`config.mk`:
```
export PLATFORM = sky130hd
export DESIGN_NAME = mux_arbiter
export DESIGN_NICKNAME = d
export VERILOG_FILES = /design/src/rtl/mux_arbiter.sv
export SDC_FILE = /design/constraint.sdc
export NUM_CORES = 1
export LEC_CHECK = 0
export ABC_AREA = 1
export CAP_MARGIN = 30
export CORE_AREA = 2 2 39 41
export CTS_BUF_LIST = sky130_fd_sc_hd__clkbuf_16
export CTS_CLUSTER_DIAMETER = 50
export DETAILED_ROUTE_END_ITERATION = 16
export DIE_AREA = 0 0 41 43
export GPL_ROUTABILITY_DRIVEN = 0
export PLACE_DENSITY = 0.61
export SKIP_LAST_GASP = 1
export SYNTH_ARGS = -nofsm -noshare
export SYNTH_HDL_FRONTEND = slang
export SYNTH_SLANG_ARGS = --single-unit
```
`constraint.sdc`:
```
create_clock -name clk -period 1.5 [get_ports clk]
set_input_delay 0.45 -clock clk [delete_from_list [all_inputs] [get_ports clk]]
set_output_delay 0.45 -clock clk [all_outputs]
set_load 0.01 [all_outputs]
```
`src/rtl/mux_arbiter.sv`:
```
// Round-robin arbiter owning the select of a shared 2:1 mux, with
// registered grants and a registered, valid-flagged mux output.
//
// Parameters:
//   WIDTH     data width of a, b, m_out
//   MAX_HOLD  grant cycles before forced handover (2..255)
// Ports:
//   clk, rst          rising-edge clock, synchronous active-high reset
//   req_a, req_b      requests, held high for the whole transfer
//   a, b              requester data
//   gnt_a, gnt_b      registered, mutually exclusive grants
//   sel               registered mux select (0 = a, 1 = b)
//   m_out, m_valid    registered mux output and its valid flag
// Build option:
//   MUX_ARB_TIMEOUT_EN  preempt an owner after MAX_HOLD cycles
//                       while the other side is waiting
module mux_arbiter #(
    parameter int WIDTH    = 1,
    parameter int MAX_HOLD = 8
) (
    input  logic             clk,
    input  logic             rst,
    input  logic             req_a,
    input  logic             req_b,
    input  logic [WIDTH-1:0] a,
    input  logic [WIDTH-1:0] b,
    output logic             gnt_a,
    output logic             gnt_b,
    output logic             sel,
    output logic [WIDTH-1:0] m_out,
    output logic             m_valid
);

    typedef enum logic [1:0] {
        IDLE,
        OWN_A,
        OWN_B
    } state_t;

    state_t state;
    state_t nxt;
    logic   last;
    logic   expire;

    if (MAX_HOLD < 2 || MAX_HOLD > 255) begin : g_bad_hold
        $error("mux_arbiter: MAX_HOLD must be in 2..255");
    end

`ifdef MUX_ARB_TIMEOUT_EN
    localparam logic [7:0] HOLD_LAST = 8'(MAX_HOLD - 1);

    logic [7:0] hcnt;

    // Owner has used its last allowed cycle.
    assign expire = (hcnt == HOLD_LAST);
`else
    assign expire = 1'b0;
`endif

    always_comb begin
        nxt = state;
        unique case (state)
            IDLE: begin
                if (req_a && req_b)
                    nxt = last ? OWN_A : OWN_B;
                else if (req_a)
                    nxt = OWN_A;
                else if (req_b)
                    nxt = OWN_B;
            end
            OWN_A: begin
                if (!req_a || (req_b && expire))
                    nxt = req_b ? OWN_B : IDLE;
            end
            OWN_B: begin
                if (!req_b || (req_a && expire))
                    nxt = req_a ? OWN_A : IDLE;
            end
            default: nxt = IDLE;
        endcase
    end

    always_ff @(posedge clk) begin
        if (rst) begin
            state   <= IDLE;
            last    <= 1'b1;
            gnt_a   <= 1'b0;
            gnt_b   <= 1'b0;
            sel     <= 1'b0;
            m_out   <= '0;
            m_valid <= 1'b0;
`ifdef MUX_ARB_TIMEOUT_EN
            hcnt    <= '0;
`endif
        end else begin
            state <= nxt;
            gnt_a <= (nxt == OWN_A);
            gnt_b <= (nxt == OWN_B);

            if (nxt == OWN_A && state != OWN_A) begin
                last <= 1'b0;
                sel  <= 1'b0;
            end else if (nxt == OWN_B && state != OWN_B) begin
                last <= 1'b1;
                sel  <= 1'b1;
            end

`ifdef MUX_ARB_TIMEOUT_EN
            if (nxt != state)
                hcnt <= '0;
            else if (state != IDLE && hcnt != 8'hff)
                hcnt <= hcnt + 8'd1;
`endif

            // Datapath trails the grant by one cycle.
            m_valid <= gnt_a | gnt_b;
            if (gnt_a | gnt_b)
                m_out <= gnt_b ? b : a;
        end
    end

endmodule

```
==> results of run 1 <==
-- power groups by stage --
stage	sequential [uW]	combinational, uW	clock (uW)
6_report	252	119	447
5_1_grt	255	135	467
4_1_cts	252	121	453
3_5_place_dp	256	128	0
3_3_place_gp	256	127	0
2_1_floorplan	260	62.7	0
-- final timing paths --
path                                     endpoint  slack, ns  depth (start not counted)
worst max-delay path            last$_SDFFE_PP1P_       0.17                          8
worst min-delay path            last$_SDFFE_PP1P_       0.45                          2
worst max register to register  last$_SDFFE_PP1P_       0.49                          6
worst min register to register  last$_SDFFE_PP1P_       0.45                          2
-- layout by cell type, fill, tap and decap left out --
cell	count
a31oi_1	2
buf_4	2
nand3b_1	1
nor2_2	2
clkbuf_16	3
nand3_2	1
nand2_1	13
dlygate4sd2_1	5
o211ai_1	1
nand2_2	1
inv_1	6
inv_2	2
dfxtp_1	8
clkdlybuf4s50_1	5
nor2_1	5
nand3_1	2
a21oi_1	3
nand4_1	1
-- sequential cells by signal, indices dropped and copies added, names as in the netlist --
name,count
gnt_a,1
gnt_b,1
last,1
m_out,1
m_valid,1
sel,1
state,2
-- metal layers --
metal | vias to the layer above | track usage | share of wire
li1 | 183 | - | -
met1 | 166 | 0.0971 | 0.46
met2 | 9 | 0.156 | 0.49
met3 | 0 | 0.0471 | 0.048
met4 | 0 | 0.0600 | 0
met5 | - | 0 | 0
-- layout make-up --
cell class,instances,share of cell area
well taps,16,0.0364
inverters,8,0.0547
clock buffers,3,0.137
multi-input cells,32,0.282
repair buffers,12,0.198
flip-flops and latches,8,0.292
-- cell usage after synthesis, drive strengths merged --
master  count  area (um2)
nand3b      1        7.51
inv         8        30.0
o211ai      1        7.51
a21oi       3        15.0
nand4       1        6.26
dfxtp       8         160
nand3       3        20.0
nor2        7        31.3
nand2      14        55.1
a31oi       2        12.5
-- through the flow --
stage | TNS, ns | utilization
3_5_place_dp | -0.212 | 0.347
2_1_floorplan | 0 | -
5_1_grt | 0 | 0.397
3_3_place_gp | -0.170 | 0.347
6_report | 0 | 0.397
4_1_cts | 0 | 0.397
-- worst min-delay path: stages, from the launching register on --
cell     delay, ns
dfxtp_1       0.30
nand2_1       0.06
nand2_1       0.04
-- repair_timing --
action | in CTS | in global routing
resized for setup | 5 | 0
hold buffers | 0 | 0
endpoints found under the setup margin | 5 | 0
-- cells by family (layout without fill, tap and decap cells) --
logic type,Yosys count,after routing,share of synthesized area
AND/OR/NAND/NOR,26,26,0.348
buffers and inverters,8,23,0.0870
AO/OA/AOI/OAI,6,6,0.101
flip-flops,8,8,0.464
==> impl_metrics.env, run 1 <==
export IMPL_status="finished, final reports clean"
export IMPL_htreeDepth=1
export IMPL_dr_pass1_iters=4
export IMPL_postLayoutSetupSlackWorst_ns=0.165
export IMPL_cell_internal_pwr_uw=638
export IMPL_cts_root_buffer="clkbuf_16"
export IMPL_ir_drop_v=0.000512
export IMPL_post_cts_setup_buffer_count=0
export IMPL_rsz0062_at_grt="false"
export IMPL_clockBufferDepth=2
export IMPL_swShare=0.221
export IMPL_drv_cap=0
export IMPL_antenna_left=0
export IMPL_synthCells=48
export IMPL_syn_num_nets=54
export IMPL_drv_slew=0
export IMPL_grt_pass1_wl_um=1120
export IMPL_clkSinkCount=8
export IMPL_die_area_um2=1760
export IMPL_seq_area_frac_synth=0.464
export IMPL_clockPowerShare=0.546
export IMPL_drive_above_1_share=0.175
export IMPL_antenna_found_initial=0
export IMPL_fin_skew_ns=0.00213
export IMPL_place_area_um2=480
export IMPL_areaGrowthSynthToFinish_pct=59.1
export IMPL_fillCellCount=140
export IMPL_cp_startpoint="req_a"
export IMPL_ff_latch_area_um2=160
export IMPL_switching_power_uw=181
export IMPL_finalCriticalPeriod_ns=1.33
export IMPL_row_count=14
export IMPL_p_total_uw=818
export IMPL_grt_pass1_vias=310
export IMPL_clock_fmax_mhz=749
export IMPL_io_pins=11
export IMPL_crit_path_frequent_cell="nand2_1"
export IMPL_io_buffers=10
export IMPL_fin_crit_sh=0.890
export IMPL_max_slew_margin=0.832
export IMPL_finalSetupViolations=0
export IMPL_start_kind="primary input"
export IMPL_critPathMaxStageDelay_ns=0.50
export IMPL_wl_um=748
export IMPL_vias=358
export IMPL_yosysUniqueCellTypes=14
export IMPL_diodes=0
export IMPL_synth_seq_cells=8
export IMPL_worstPathRequired_ns=1.62
export IMPL_die_h_um=43
export IMPL_die_x_um=41
export IMPL_hold_path_startpoint="last$_SDFFE_PP1P_"
export IMPL_final_instance_count_excl_fill=79
export IMPL_postSynthAreaPerCell_um2=7.19
export IMPL_finalHoldViolCount=0
export IMPL_drt_iter0_drc=7
export IMPL_grt_start_max_net_pins=8
export IMPL_r2r_start="state[1]$_SDFF_PP0_"
export IMPL_critPathTopFamily="buffers and inverters"
export IMPL_hold_slack_ns=0.448
export IMPL_grt_overflow=0
export IMPL_post_drt_wl_per_cell_um=9.47
export IMPL_worstMarginPinSlew_ns=0.252
export IMPL_worstSetupEndpointType="register"
export IMPL_coreArea_um2=1380
export IMPL_critPathSlowestCell="clkdlybuf4s50_1"
export IMPL_avgViaCountPerCell=4.53
export IMPL_dpl_cell_count=76
export IMPL_critPathBufInv=1
export IMPL_multi_input_area_um2=155
export IMPL_cts_tree="done"
export IMPL_seq_power_share=0.308
export IMPL_cts_made_buffers=3
export IMPL_nets=71
export IMPL_netlist_area_um2=345
export IMPL_power_density_nw_per_um2=1490
export IMPL_cp_arrival_ns=1.46
export IMPL_synth_warnings=0
export IMPL_grt_use_total=0.0986
export IMPL_place_hpwl_um=540
export IMPL_clk_pin_slew_worst_paths_ns=0.04
export IMPL_final_cell_area_um2=549
export IMPL_p_comb_frac=0.146
export IMPL_initial_utilization=0.250
export IMPL_leakage_uw=0.000276
export IMPL_hold_path_class="register to register"
export IMPL_insertion_delay_ns=0.23
export IMPL_pre_cts_ws_ns=-0.0661
export IMPL_crit_chain="clkdlybuf4s50_1, nand2_1, nand2_1, nand3_1, nand2_1, nand2_2, nand2_1, nand2_1"
export IMPL_drc=0
export IMPL_cp_max_fo=3
export IMPL_setup_worst_path_class="primary input to register"
No activity file was read; power rests on OpenSTA's default activity.
==> run 2: changes to the inputs <==
--- a/config.mk
+++ b/config.mk
@@ -12,7 +12,7 @@
 export CTS_CLUSTER_DIAMETER = 50
 export DETAILED_ROUTE_END_ITERATION = 16
 export DIE_AREA = 0 0 41 43
-export GPL_ROUTABILITY_DRIVEN = 0
+export GPL_ROUTABILITY_DRIVEN = 1
 export PLACE_DENSITY = 0.61
 export SKIP_LAST_GASP = 1
 export SYNTH_ARGS = -nofsm -noshare
==> results of run 2 <==
Same layout as run 1: the final DEF is identical, and so are final timing and power.
